===== src/rtl/onehot_led_decoder.sv =====
// Decodes a 3-bit index or an active-low 7-seg digit into a one-hot LED vector.
// Each accepted request lights its LED for HOLD_CYCLES cycles, followed by GAP_CYCLES dark cycles.
`timescale 1ns/1ps
module onehot_led_decoder #(
    parameter int HOLD_CYCLES = 4,
    parameter int GAP_CYCLES  = 1,
    parameter int CNT_W       = 16
) (
    input  logic       clk,
    input  logic       rst,
    input  logic       in_valid,
    output logic       in_ready,
    input  logic       in_sel,
    input  logic [2:0] in_code,
    input  logic [6:0] in_dig,
    output logic [7:0] out_onehot,
    output logic       out_active,
    output logic       err,
    output logic       busy
);

    typedef enum logic [1:0] {IDLE, SHOW, GAP} state_t;

    // A hold of zero would leave the LED dark, so it is promoted to one cycle.
    localparam int HOLD_EFF = (HOLD_CYCLES == 0) ? 1 : HOLD_CYCLES;
    localparam logic [CNT_W-1:0] HOLD_LOAD = CNT_W'(HOLD_EFF - 1);
    localparam logic [CNT_W-1:0] GAP_LOAD  = CNT_W'((GAP_CYCLES > 0) ? GAP_CYCLES - 1 : 0);

    state_t           state;
    logic [CNT_W-1:0] count;

    // Returns {hit, idx}; hit is 0 when the pattern is not one of the eight digits.
    function automatic logic [3:0] dig_decode(input logic [6:0] dig);
        logic [3:0] r;
        case (dig)
            7'b1000000: r = {1'b1, 3'd0};
            7'b1111001: r = {1'b1, 3'd1};
            7'b0100100: r = {1'b1, 3'd2};
            7'b0110000: r = {1'b1, 3'd3};
            7'b0011001: r = {1'b1, 3'd4};
            7'b0010010: r = {1'b1, 3'd5};
            7'b0000010: r = {1'b1, 3'd6};
            7'b1111000: r = {1'b1, 3'd7};
            default:    r = 4'b0000;
        endcase
        return r;
    endfunction

    logic       accept;
    logic [3:0] dig_dec;
    logic [2:0] idx;
    logic       legal;
    logic       blank;

    assign in_ready = (state == IDLE) && !rst;
    assign busy     = (state != IDLE);
    assign accept   = in_valid && in_ready;
    assign dig_dec  = dig_decode(in_dig);
    assign idx      = in_sel ? dig_dec[2:0] : in_code;
    assign legal    = !in_sel || dig_dec[3];
    assign blank    = (in_dig == 7'b1111111);

    always_ff @(posedge clk) begin
        if (rst) begin
            state      <= IDLE;
            out_onehot <= 8'h00;
            out_active <= 1'b0;
            err        <= 1'b0;
            count      <= '0;
        end else begin
            err <= 1'b0;
            case (state)
                IDLE: begin
                    if (accept) begin
                        if (legal) begin
                            out_onehot <= 8'b1 << idx;
                            out_active <= 1'b1;
                            count      <= HOLD_LOAD;
                            state      <= SHOW;
                        end else if (!blank) begin
                            err <= 1'b1;
                        end
                    end
                end
                SHOW: begin
                    if (count == '0) begin
                        out_onehot <= 8'h00;
                        out_active <= 1'b0;
                        if (GAP_CYCLES > 0) begin
                            count <= GAP_LOAD;
                            state <= GAP;
                        end else begin
                            state <= IDLE;
                        end
                    end else begin
                        count <= count - 1'b1;
                    end
                end
                GAP: begin
                    if (count == '0) state <= IDLE;
                    else             count <= count - 1'b1;
                end
                default: state <= IDLE;
            endcase
        end
    end

endmodule

===== config.mk =====
export PLATFORM = sky130hd
export DESIGN_NAME = onehot_led_decoder
export DESIGN_NICKNAME = d
export VERILOG_FILES = /design/src/rtl/onehot_led_decoder.sv
export SDC_FILE = /design/constraint.sdc
export NUM_CORES = 1
export LEC_CHECK = 0
export ABC_AREA = 1
export BUFFER_PORTS_ARGS = -buffer_cell sky130_fd_sc_hd__buf_4
export CAP_MARGIN = 0
export CORE_ASPECT_RATIO = 1.2
export CORE_MARGIN = 3
export CORE_UTILIZATION = 53
export CTS_CLUSTER_SIZE = 30
export DETAILED_ROUTE_END_ITERATION = 10
export GPL_TIMING_DRIVEN = 0
export PLACE_DENSITY = 0.7
export SYNTH_ARGS = -nofsm -noshare
export SYNTH_HDL_FRONTEND = slang
export SYNTH_SLANG_ARGS = --single-unit

===== constraint.sdc =====
create_clock -name clk -period 2.1 [get_ports clk]
set_input_delay 0.105 -clock clk [delete_from_list [all_inputs] [get_ports clk]]
set_output_delay 0.105 -clock clk [all_outputs]
set_load 0.05 [all_outputs]

==> metrics.md <==
| Metric | Value |
|---|---|
| Status | finished, final reports clean |
| Setup Fix Bufs, Post-CTS | 0 |
| TritonCTS clock tree | built |
| CP dominant cell by count | nand2_1 |
| Vias | ~2100 |
| Share of layout cells above drive strength 1 | between 10% and 20% |
| IO Pins | 26 |
| Syn-to-layout area delta | 15.9% |
| CTS Hold Buffers Added | 0 |
| Syn_area_per_cell | around 6 µm² |
| Total CTS buffers | 3 |
| Rows | 24 |
| Initial Util | between 50% and 60% |
| WL/cell | 11.4 µm |
| Clock Tree Buf Depth | 2 |
| Number of port buffers | 24 |
| Fin. max-slew vios | 0 |
| Total negative setup slack | 0 ns |
| Fmax achieved | 0.556 GHz |
| Vias in the first global route | slightly above 2000 |
| GPL Wtd Cong | 0.879 |
| Syn nets | 359 |
| Crit Path Max Fanout | 10 |
| Final Net Count | 388 |
| Initial antenna violation count | 0 |
| Hold crit path type | in2reg |
| Htree depth | 1 |
| Crit path launch type | flip-flop |
| EDFF count, synth | 0 |
| Syn. warnings | 0 |
| Flops & latches, synth | 28 |
| Required @ worst endpoint | ~2.3 ns |
| Die height | about 74 µm |
| # clock sinks | 28 |
| DRT antenna net count | 0 |
| Mapped Area | about 2000 µm² |
| Most frequent cells in the layout | nand2_1 (103), nor2_1 (57), inv_1 (43) |
| Mapped Cells | 339 |
| Drt total wl | roughly 4800 µm |
| Commonest non-fill, non-tap cell in the layout | nand2_1 |
| Clock Latency Late Sink | 0.28 ns |
| Clk_skew | between 0.004 and 0.005 ns |
| Fin. Hold Viols | 0 |
| Pwr dens | between 1000 and 1500 nW/µm² |
| Core area | around 3700 µm² |
| Vias/cell | between 4 and 5 |
| Post-synth top flop | dfxtp_1 |
| Final Core Density | 64.5% |
| Crit share post-route | a little under nine tenths |
| Worst-Margin Slew | 0.480 ns |
| Leakage power | 1.19 nW |
| Kind of critical path | reg2reg |
| Max incr delay on CP | around 0.35 ns |
| Asr flop ratio synth | 0% |
| CP max-delay cell | dfxtp_1 |
| Post-DP HPWL | about 3600 µm |
| RSZ-0062 raised after global routing | no |
| Final setup vio count | 0 |
| Worst IR Drop VDD | a little under 0.0008 V |
| Relative slew slack | 68.0% |
| # diodes | 0 |
| Critical path cell sequence | inv_1, ha_1, nand2_1, nor2_1, nand2_1, nand2_1, nand2_1, buf_2, nand2_1, nand2_1, nand3_1, a21oi_1 |
| Residual DRC | 0 |
| Max Cap Viol | 0 |
| Overflow after GRT | 0 |
| Tot GR Track Use | a little over a fifth |
| Clock transition at path regs | roughly 0.10 ns |
| Root Buffer | clkbuf_8 |
| Die area | 4630 µm² |
| DRT Pass-1 Iters | 4 |
| Die Span X | around 63 µm |
| First-pass GRT wire length | approximately 8300 µm |
| DRT iter0 DRCs | about 170 |
| CP endpoint kind | flip-flop |
| Min cycle time layout | between 1.5 and 2 ns |
| Register area share after synthesis | between 20% and 30% |
| Worst EP arrival | 2.00 ns |
| Netlist cell types | 33 |
| Largest net degree at the start of global routing | 17 |
| Post_cts resized | 0 |
==> report_power, final <==
part / internal [W] / switching [W] / total, W
clock: 0.000255 / 0.000176 / 0.000431
combinational: 0.000780 / 0.00152 / 0.00230
sequential: 0.000687 / 0.000125 / 0.000813
==> worst max-delay path, delay by kind of cell (launching register included) <==
kind,cells,cell delay [ns]
compound gates,1,0.16
fa+ha+maj,1,0.21
buf+inv,2,0.35
flops,1,0.35
simple gates,8,0.67
==> synthesized netlist by cell type (2+ instances only) <==
cell	count	area, µm²
ha_1	6	75.1
nand2_2	3	18.8
nand3_2	2	20.0
inv_2	5	18.8
nand4_1	12	75.1
dfxtp_1	28	561
nand2_1	103	387
buf_6	4	45.0
nor2_2	4	25.0
and3_1	3	18.8
inv_1	43	161
o211ai_1	2	15.0
nand3_1	26	130
nor2_1	57	214
nor3_1	4	20.0
buf_2	2	10.0
xor2_1	3	26.3
nand2_4	2	22.5
a21oi_1	12	60.1
clkbuf_1	3	11.3
a21boi_0	2	15.0
or2_2	2	12.5
==> final cells by class <==
type / instances / area [µm²]
fill: 386 / 1300
multi-input combinational: 254 / 1240
sequential: 28 / 561
timing repair buffer: 24 / 180
inverter: 48 / 180
buffer: 9 / 66.3
tap: 52 / 65.1
clock buffer: 3 / 41.3
clock inverter: 1 / 30.0
==> per-stage QoR <==
| stage | cell area [µm²] | setup slack [ns] | hold WS, ns | power [W] | cells |
|---|---|---|---|---|---|
| finish | 2360 | 0.302 | 0.0210 | 0.00354 | 419 |
| global route | 2360 | 0.103 | 0.0337 | 0.00390 | 419 |
| CTS | 2360 | 0.193 | 0.0163 | 0.00353 | 419 |
| detailed placement | 2290 | 0.237 | 0.324 | 0.00308 | 415 |
| global placement | 2290 | 0.239 | 0.321 | 0.00304 | 415 |
| floorplan | 2040 | 0.0527 | 0.174 | 0.00259 | 339 |
==> cell families after synthesis <==
family	Yosys count	share of synthesized area [%]
AO/OA/AOI/OAI	22	6.50
XOR/XNOR	3	1.29
adder cells (fa/ha/maj)	6	3.68
buffers and inverters	57	12.1
flip-flops	28	27.5
AND/OR/NAND/NOR	223	49.0
==> registers in the layout (all words and copies together), names as in the netlist <==
| register | flops |
|---|---|
| count | 16 |
| err | 1 |
| state | 2 |
| out_active | 1 |
| out_onehot | 8 |
==> path summary, 6_finish.rpt <==
path,start,to,slack (ns),depth (start not counted)
worst max-delay path,count[0],count[0],0.30,12
worst min-delay path,rst,out_onehot[4],0.02,2
worst max register to register,count[0],count[0],0.30,12
worst min register to register,out_onehot[2],out_onehot[2],0.47,2
==> per-layer routing <==
layer  up-vias  GRT usage [%]  wire [µm]
met2        43           43.2       2430
met1       922           24.6       2050
met4         0           7.11         70
li1       1117              -          -
met3         7           2.72        208
met5         -              0          0
No activity file was read; power rests on OpenSTA's default activity.
